**config.mk**
```make
export PLATFORM = sky130hd
export DESIGN_NAME = l2_arbiter_flat
export DESIGN_NICKNAME = d
export VERILOG_FILES = /design/src/rtl/l2_arbiter_if.sv /design/src/rtl/l2_arbiter.sv /design/src/flat_wrapper.sv
export SDC_FILE = /design/constraint.sdc
export NUM_CORES = 1
export LEC_CHECK = 0
export ABC_AREA = 1
export CORE_ASPECT_RATIO = 0.8
export CORE_MARGIN = 10
export CORE_UTILIZATION = 39
export DETAILED_ROUTE_END_ITERATION = 12
export PLACE_DENSITY = 0.77
export SETUP_SLACK_MARGIN = 0.2
export SYNTH_ARGS = -nofsm -noshare
export SYNTH_HDL_FRONTEND = slang
export SYNTH_SLANG_ARGS = --single-unit
```
**constraint.sdc**
```tcl
create_clock -name clk -period 2 [get_ports clk]
set_input_delay 0.2 -clock clk [delete_from_list [all_inputs] [get_ports clk]]
set_output_delay 0.2 -clock clk [all_outputs]
set_load 0.02 [all_outputs]
```
**src/rtl/l2_arbiter_if.sv**
```systemverilog
// ---------------------------------------------------------------------------
// l2_arbiter_if
// Bundle of every handshake between the shared L2 front end, the per-core L1
// video caches and the framebuffer BRAM.
//   Core side : req_en, req_w, req_addr, req_wdata (flattened, core i at
//               [i*W +: W]), req_rdata, req_ready, invalidate, inv_addr,
//               invalidated
//   BRAM side : fb_en, fb_w, fb_addr, fb_din, fb_dout, fb_ready
// Modports:
//   master - the arbiter (drives ready/invalidate/fb command)
//   slave  - the environment: L1 caches plus framebuffer BRAM
// ---------------------------------------------------------------------------
interface l2_arbiter_if #(
  parameter int NCORES = 4,
  parameter int ADDR_W = 12,
  parameter int WORD_W = 32
);
  logic [NCORES-1:0]        req_en;
  logic [NCORES-1:0]        req_w;
  logic [NCORES*ADDR_W-1:0] req_addr;
  logic [NCORES*WORD_W-1:0] req_wdata;
  logic [WORD_W-1:0]        req_rdata;
  logic [NCORES-1:0]        req_ready;
  logic [NCORES-1:0]        invalidate;
  logic [ADDR_W-1:0]        inv_addr;
  logic [NCORES-1:0]        invalidated;
  logic                     fb_en;
  logic                     fb_w;
  logic [ADDR_W-1:0]        fb_addr;
  logic [WORD_W-1:0]        fb_din;
  logic [WORD_W-1:0]        fb_dout;
  logic                     fb_ready;

  modport master (
    input  req_en, req_w, req_addr, req_wdata, invalidated, fb_dout, fb_ready,
    output req_rdata, req_ready, invalidate, inv_addr, fb_en, fb_w, fb_addr, fb_din
  );

  modport slave (
    output req_en, req_w, req_addr, req_wdata, invalidated, fb_dout, fb_ready,
    input  req_rdata, req_ready, invalidate, inv_addr, fb_en, fb_w, fb_addr, fb_din
  );
endinterface

```
**src/rtl/l2_arbiter.sv**
```systemverilog
// ---------------------------------------------------------------------------
// l2_arbiter
// Shared L2 front end for the video path. Round-robin arbitrates line reads
// (refills) and write-throughs from NCORES L1 caches, performs the granted
// access on the framebuffer port, and before every write invalidates the
// line in all other cores' L1s.
// Ports:
//   clk   - system clock
//   rst_n - asynchronous active-low reset; abandons any access in flight
//   bus   - l2_arbiter_if.master: core request/response, invalidation
//           handshake and framebuffer command/response
// All outputs are registered.
// ---------------------------------------------------------------------------
module l2_arbiter #(
  parameter int NCORES = 4,
  parameter int ADDR_W = 12,
  parameter int WORD_W = 32
) (
  input  logic          clk,
  input  logic          rst_n,
  l2_arbiter_if.master  bus
);

  localparam int IDX_W = (NCORES > 1) ? $clog2(NCORES) : 1;

  typedef enum logic [2:0] {IDLE, RD, INV, WR, RESP} state_t;

  state_t              state_reg;
  logic [IDX_W-1:0]    rr_reg;
  logic [IDX_W-1:0]    g_reg;
  logic [ADDR_W-1:0]   addr_reg;
  logic [WORD_W-1:0]   wdata_reg;
  logic [NCORES-1:0]   ack_reg;

  logic [WORD_W-1:0]   req_rdata_reg;
  logic [NCORES-1:0]   req_ready_reg;
  logic [NCORES-1:0]   invalidate_reg;
  logic [ADDR_W-1:0]   inv_addr_reg;
  logic                fb_en_reg;
  logic                fb_w_reg;
  logic [ADDR_W-1:0]   fb_addr_reg;
  logic [WORD_W-1:0]   fb_din_reg;

  // Per-core views of the flattened address/data buses.
  logic [ADDR_W-1:0]   addr_arr  [NCORES];
  logic [WORD_W-1:0]   wdata_arr [NCORES];

  genvar gi;
  generate
    for (gi = 0; gi < NCORES; gi++) begin : g_unpack
      assign addr_arr[gi]  = bus.req_addr[gi*ADDR_W +: ADDR_W];
      assign wdata_arr[gi] = bus.req_wdata[gi*WORD_W +: WORD_W];
    end
  endgenerate

  // Round-robin scan: first requester at or after rr_reg, wrapping.
  logic             found_next;
  logic [IDX_W-1:0] grant_next;

  always_comb begin
    int idx;
    logic [IDX_W-1:0] idx_k;
    found_next = 1'b0;
    grant_next = '0;
    idx        = 0;
    idx_k      = '0;
    for (int k = 0; k < NCORES; k++) begin
      idx = int'(rr_reg) + k;
      if (idx >= NCORES) begin
        idx = idx - NCORES;
      end
      idx_k = IDX_W'(idx);
      if (!found_next && bus.req_en[idx_k]) begin
        found_next = 1'b1;
        grant_next = idx_k;
      end
    end
  end

  logic [NCORES-1:0] one_vec;
  logic [NCORES-1:0] grant_onehot;
  logic [NCORES-1:0] g_onehot;
  logic [NCORES-1:0] ack_all;
  logic              inv_done;
  logic [IDX_W-1:0]  rr_adv;

  assign one_vec      = {{(NCORES-1){1'b0}}, 1'b1};
  assign grant_onehot = one_vec << grant_next;
  assign g_onehot     = one_vec << g_reg;
  // An ack arriving in the same cycle counts, and acks from the writer
  // itself (never targeted) are masked off.
  assign ack_all      = ack_reg | (bus.invalidated & ~g_onehot);
  assign inv_done     = &(ack_all | g_onehot);
  assign rr_adv       = (g_reg == IDX_W'(NCORES-1)) ? '0 : g_reg + 1'b1;

  always_ff @(posedge clk or negedge rst_n) begin
    if (!rst_n) begin
      state_reg      <= IDLE;
      rr_reg         <= '0;
      g_reg          <= '0;
      addr_reg       <= '0;
      wdata_reg      <= '0;
      ack_reg        <= '0;
      req_rdata_reg  <= '0;
      req_ready_reg  <= '0;
      invalidate_reg <= '0;
      inv_addr_reg   <= '0;
      fb_en_reg      <= 1'b0;
      fb_w_reg       <= 1'b0;
      fb_addr_reg    <= '0;
      fb_din_reg     <= '0;
    end else begin
      req_ready_reg <= '0;
      case (state_reg)
        IDLE: begin
          if (found_next) begin
            g_reg     <= grant_next;
            addr_reg  <= addr_arr[grant_next];
            wdata_reg <= wdata_arr[grant_next];
            if (bus.req_w[grant_next]) begin
              state_reg      <= INV;
              invalidate_reg <= ~grant_onehot;
              inv_addr_reg   <= addr_arr[grant_next];
              ack_reg        <= '0;
            end else begin
              state_reg   <= RD;
              fb_en_reg   <= 1'b1;
              fb_w_reg    <= 1'b0;
              fb_addr_reg <= addr_arr[grant_next];
            end
          end
        end
        RD: begin
          if (bus.fb_ready) begin
            fb_en_reg     <= 1'b0;
            req_rdata_reg <= bus.fb_dout;
            // A withdrawn request gets no ready pulse but still moves rr on.
            if (bus.req_en[g_reg]) begin
              req_ready_reg <= g_onehot;
              state_reg     <= RESP;
            end else begin
              rr_reg    <= rr_adv;
              state_reg <= IDLE;
            end
          end
        end
        INV: begin
          if (inv_done) begin
            invalidate_reg <= '0;
            ack_reg        <= '0;
            state_reg      <= WR;
            fb_en_reg      <= 1'b1;
            fb_w_reg       <= 1'b1;
            fb_addr_reg    <= addr_reg;
            fb_din_reg     <= wdata_reg;
          end else begin
            ack_reg <= ack_all;
          end
        end
        WR: begin
          if (bus.fb_ready) begin
            fb_en_reg <= 1'b0;
            fb_w_reg  <= 1'b0;
            if (bus.req_en[g_reg]) begin
              req_ready_reg <= g_onehot;
              state_reg     <= RESP;
            end else begin
              rr_reg    <= rr_adv;
              state_reg <= IDLE;
            end
          end
        end
        RESP: begin
          rr_reg    <= rr_adv;
          state_reg <= IDLE;
        end
        default: state_reg <= IDLE;
      endcase
    end
  end

  assign bus.req_rdata  = req_rdata_reg;
  assign bus.req_ready  = req_ready_reg;
  assign bus.invalidate = invalidate_reg;
  assign bus.inv_addr   = inv_addr_reg;
  assign bus.fb_en      = fb_en_reg;
  assign bus.fb_w       = fb_w_reg;
  assign bus.fb_addr    = fb_addr_reg;
  assign bus.fb_din     = fb_din_reg;

endmodule

```
**src/flat_wrapper.sv**
```systemverilog
// flat-port wrapper written by rule: the top's interface ports become plain ports
module l2_arbiter_flat 
#(
  parameter int NCORES = 4,
  parameter int ADDR_W = 12,
  parameter int WORD_W = 32
)
  (clk, rst_n, bus_req_en, bus_req_w, bus_req_addr, bus_req_wdata, bus_invalidated, bus_fb_dout, bus_fb_ready, bus_req_rdata, bus_req_ready, bus_invalidate, bus_inv_addr, bus_fb_en, bus_fb_w, bus_fb_addr, bus_fb_din);
  l2_arbiter_if #(.NCORES(NCORES), .ADDR_W(ADDR_W), .WORD_W(WORD_W)) bus_i ();
  input  logic clk;
  input  logic rst_n;
  input wire logic [$bits(bus_i.req_en)-1:0] bus_req_en;
  input wire logic [$bits(bus_i.req_w)-1:0] bus_req_w;
  input wire logic [$bits(bus_i.req_addr)-1:0] bus_req_addr;
  input wire logic [$bits(bus_i.req_wdata)-1:0] bus_req_wdata;
  input wire logic [$bits(bus_i.invalidated)-1:0] bus_invalidated;
  input wire logic [$bits(bus_i.fb_dout)-1:0] bus_fb_dout;
  input wire logic [$bits(bus_i.fb_ready)-1:0] bus_fb_ready;
  output wire logic [$bits(bus_i.req_rdata)-1:0] bus_req_rdata;
  output wire logic [$bits(bus_i.req_ready)-1:0] bus_req_ready;
  output wire logic [$bits(bus_i.invalidate)-1:0] bus_invalidate;
  output wire logic [$bits(bus_i.inv_addr)-1:0] bus_inv_addr;
  output wire logic [$bits(bus_i.fb_en)-1:0] bus_fb_en;
  output wire logic [$bits(bus_i.fb_w)-1:0] bus_fb_w;
  output wire logic [$bits(bus_i.fb_addr)-1:0] bus_fb_addr;
  output wire logic [$bits(bus_i.fb_din)-1:0] bus_fb_din;
  assign bus_i.req_en = bus_req_en;
  assign bus_i.req_w = bus_req_w;
  assign bus_i.req_addr = bus_req_addr;
  assign bus_i.req_wdata = bus_req_wdata;
  assign bus_i.invalidated = bus_invalidated;
  assign bus_i.fb_dout = bus_fb_dout;
  assign bus_i.fb_ready = bus_fb_ready;
  assign bus_req_rdata = bus_i.req_rdata;
  assign bus_req_ready = bus_i.req_ready;
  assign bus_invalidate = bus_i.invalidate;
  assign bus_inv_addr = bus_i.inv_addr;
  assign bus_fb_en = bus_i.fb_en;
  assign bus_fb_w = bus_i.fb_w;
  assign bus_fb_addr = bus_i.fb_addr;
  assign bus_fb_din = bus_i.fb_din;
  l2_arbiter #(.NCORES(NCORES), .ADDR_W(ADDR_W), .WORD_W(WORD_W)) u_core (.clk(clk), .rst_n(rst_n), .bus(bus_i));
endmodule
```
==> flow_metrics.tcl <==
set metrics [dict create \
    synth_top_family_by_area "simple AND/OR/NAND/NOR gates" \
    synth_mux_area_share_pct 6.07 \
    syn_inst 967 \
    avgSynthCellArea_um2 8.06 \
    design_area_um2 14500 \
    setup_ws_ns -0.446 \
    synth-adder-area-share_pct 0.642 \
    fill_cells 1381 \
    top_usage_layer "met2" \
    drt-initial-drc-count 670 \
    worstMarginPinSlew_ns 0.551 \
    cts_htree_levels 4 \
    setup-violations-final 103 \
    worst_path_most_repeated_cell "nand2_4" \
    grt_antenna_before_repair 0 \
    grt_pass1_wl_um 46200 \
    synth_cell_types 28 \
    die-area_um2 26100 \
    hold_viol_final 0 \
    fmax_mhz 409 \
    p_leak_uw 0.00671 \
    total_power_uw 33800 \
    dr.pass1.iters 6 \
    crit_chain "buf_6 > nand2_4 > nand2_4 > nand2_4 > nand2_4 > nor2_4 > nand3_2 > nand3_2 > nand2_4 > buf_6 > buf_6 > nand2_4 > nand2_8 > nor2_4 > buf_8 > nand3_1 > nand2_1" \
    cpPeakStageDelay_ns 0.46 \
    grtUsageMet1_pct 26.8 \
    hold_class "input port to asynchronous set/reset pin" \
    seqPwrFrac_pct 16.4 \
    use_met3_pct 7.40 \
    worst-path-max-fanout 14 \
    worst_ep_required_time_ns 2.36 \
    area_delta_synth_final_pct 86.4 \
    postRouteAntennaNets 0 \
    rsz0062_at_grt "yes" \
    final-max-slew-violation-count 0 \
    route.vias.total 8765 \
    synth_nets 1194 \
    core-area_um2 19700 \
    synth_area_leader_cell "dfrtp_1" \
    status "finished with violations" \
    synthesis.area_um2 7800 \
    nets 1623 \
    fin_crit_sh_pct 122 \
    grt_max_degree 52 \
    start_util_pct 39.5 \
    violations "setup timing" \
    worstSetupEndpointType "flop" \
    critical_path_class "flop to flop" \
    cellPowerDensity_nw_per_um2 2330 \
    ys_warn_count 0 \
    row_count 46 \
    grt_pass1_vias 8543 \
    hpwl_um 22100 \
    dpl-instance-area_um2 12100 \
    path_clk_slew_ns 0.07 \
    p_sw_uw 15500 \
    multi_input_area_um2 4430 \
    yosysTopAreaCellShare_pct 49.1 \
    clk_path_buf_depth 2 \
    crit_arrival_ns 2.81 \
    ys_seq_area_share_pct 49.1 \
    die_h_um 146 \
    comb_power_share_pct 73.4 \
    clock_skew_ns 0.0141 \
    gr-total-overflow 0 \
    die_width_um 178 \
    peakVddDrop_uv 1110 \
    slowest_stage "dfrtp_2" \
    period_needed_ns 2.45 \
    final-seq-area_um2 3830 \
    internal-power_uw 18300 \
    wl_per_cell_um 20.3 \
    relSlewSlack_pct 63.3 \
    cts_buffers 17 \
    critPathLaunchType "flop" \
    ys_ff_latch 153 \
    drive_gt1_share_pct 29.3 \
    grtUsageTotal_pct 22.1 \
    synth_compound_area_share_pct 6.56 \
    place_congestion 0.870 \
    cts_root_buf "clkbuf_16" \
    post-route-util_pct 73.6 \
    antennaDiodeCount 0 \
    port_buffers 320 \
    cts_tree "done" \
    power_frac_clock_pct 10.2 \
    routed_wirelength_um 33900 \
    maxCapViolCount 0 \
    io_pins 321 \
    synth_xor_area_share_pct 0 \
    avgViaCountPerCell 5.24 \
    synth_area_leaders "dfrtp_1, nand2_1, mux2_2" \
    grt.met2_usage_pct 37.5 \
    clk_latency_ns 0.42 \
    numClockSinks 153 \
    drc 0 \
    p_sw_share_pct 45.8 \
    synth_simple_gate_area_share_pct 31.3 \
]
cells in the final DEF (no fill, tap or decap), drive strengths merged, types with 5 or more instances in the layout:
cell type | Yosys | routed
nand2 | 433 | 434
inv | 62 | 65
buf | 36 | 127
nand3 | 42 | 42
o21ai | 58 | 58
mux2 | 42 | 42
dfrtp | 153 | 153
clkbuf | 15 | 31
nand4 | 57 | 57
a22oi | 14 | 14
a21oi | 5 | 5
a31oi | 12 | 12
nor2 | 31 | 31
clkdlybuf4s50 | 0 | 319
power groups by stage:
stage               registers [uW]  logic, uW  clock network [uW]
floorplan                     6430       8960                   0
global placement              5410      17000                   0
detailed placement            5460      17300                   0
CTS                           5470      19400                3470
global route                  5690      26500                3630
finish                        5550      24800                3440
routing by layer:
| layer | share of wire (%) | vias up | wire length (um) |
|---|---|---|---|
| li1 | - | 4040 | - |
| met1 | 40 | 4246 | 13500 |
| met2 | 49 | 428 | 16500 |
| met3 | 10 | 51 | 3400 |
| met4 | 1.6 | 0 | 546 |
| met5 | 0 | - | 0 |
worst paths after layout:
path	depth (start not counted)	slack [ns]	start	endpoint
max	17	-0.45	u_core.rr_reg[0]	u_core.bus.inv_addr[6]
min	2	0.29	rst_n	u_core.bus.req_rdata[7]
max reg2reg	17	-0.45	u_core.rr_reg[0]	u_core.bus.inv_addr[6]
min reg2reg	2	0.47	u_core.bus.fb_w	u_core.bus.fb_w
max in group asynchronous	3	1.01	rst_n	u_core.addr_reg[2]
min in group clk	2	0.40	bus_fb_dout[22]	u_core.bus.req_rdata[22]
critical path: cells and delay by family (launching register included):
family        cells  cell delay, ns
simple gates     13            1.33
buf+inv           4            0.57
flops             1            0.46
kinds of logic (layout without fill, tap and decap cells):
| group | Yosys count | count (layout) |
|---|---|---|
| AND/OR/NAND/NOR | 564 | 565 |
| AO/OA/AOI/OAI | 91 | 91 |
| adder cells (fa/ha/maj) | 4 | 4 |
| multiplexers | 42 | 42 |
| flip-flops | 153 | 153 |
| buffers and inverters | 113 | 553 |
synth_stat cells, drive strengths merged:
cell	instances
buf	36
o31ai	1
inv	62
mux2	42
nand4	57
a31oi	12
a21oi	5
ha	4
clkbuf	15
o2111ai	1
nor2	31
nand3	42
dfrtp	153
nor3	1
nand2	433
a22oi	14
o21ai	58
metrics by stage:
step	setup WS, ns	hold WS, ns	TNS [ns]	cells
2_1_floorplan	0.0157	-0.0956	0	967
3_3_place_gp	-0.365	0.190	-23.55	1590
3_5_place_dp	-0.486	0.195	-31.38	1590
4_1_cts	-0.287	0.320	-16.31	1639
5_1_grt	-0.536	0.342	-35.63	1672
6_report	-0.446	0.293	-24.10	1672
what timing repair did:
item                                   CTS  global route
buffers inserted                        11            15
setup endpoints to repair              111           146
resized for setup                       74           226
hold buffers                             1             0
endpoints found under the hold margin   46             0
pin swaps                                6            70
cloned                                   6            18
final cells by class:
type                       instances  area share (%)
tap                              264            2.27
sequential                       153            26.4
multi-input combinational        702            30.5
inverter                          62            1.74
clock inverter                    13            1.33
timing repair buffer             460            34.9
clock buffer                      18            2.95
No activity file was read; power rests on OpenSTA's default activity.
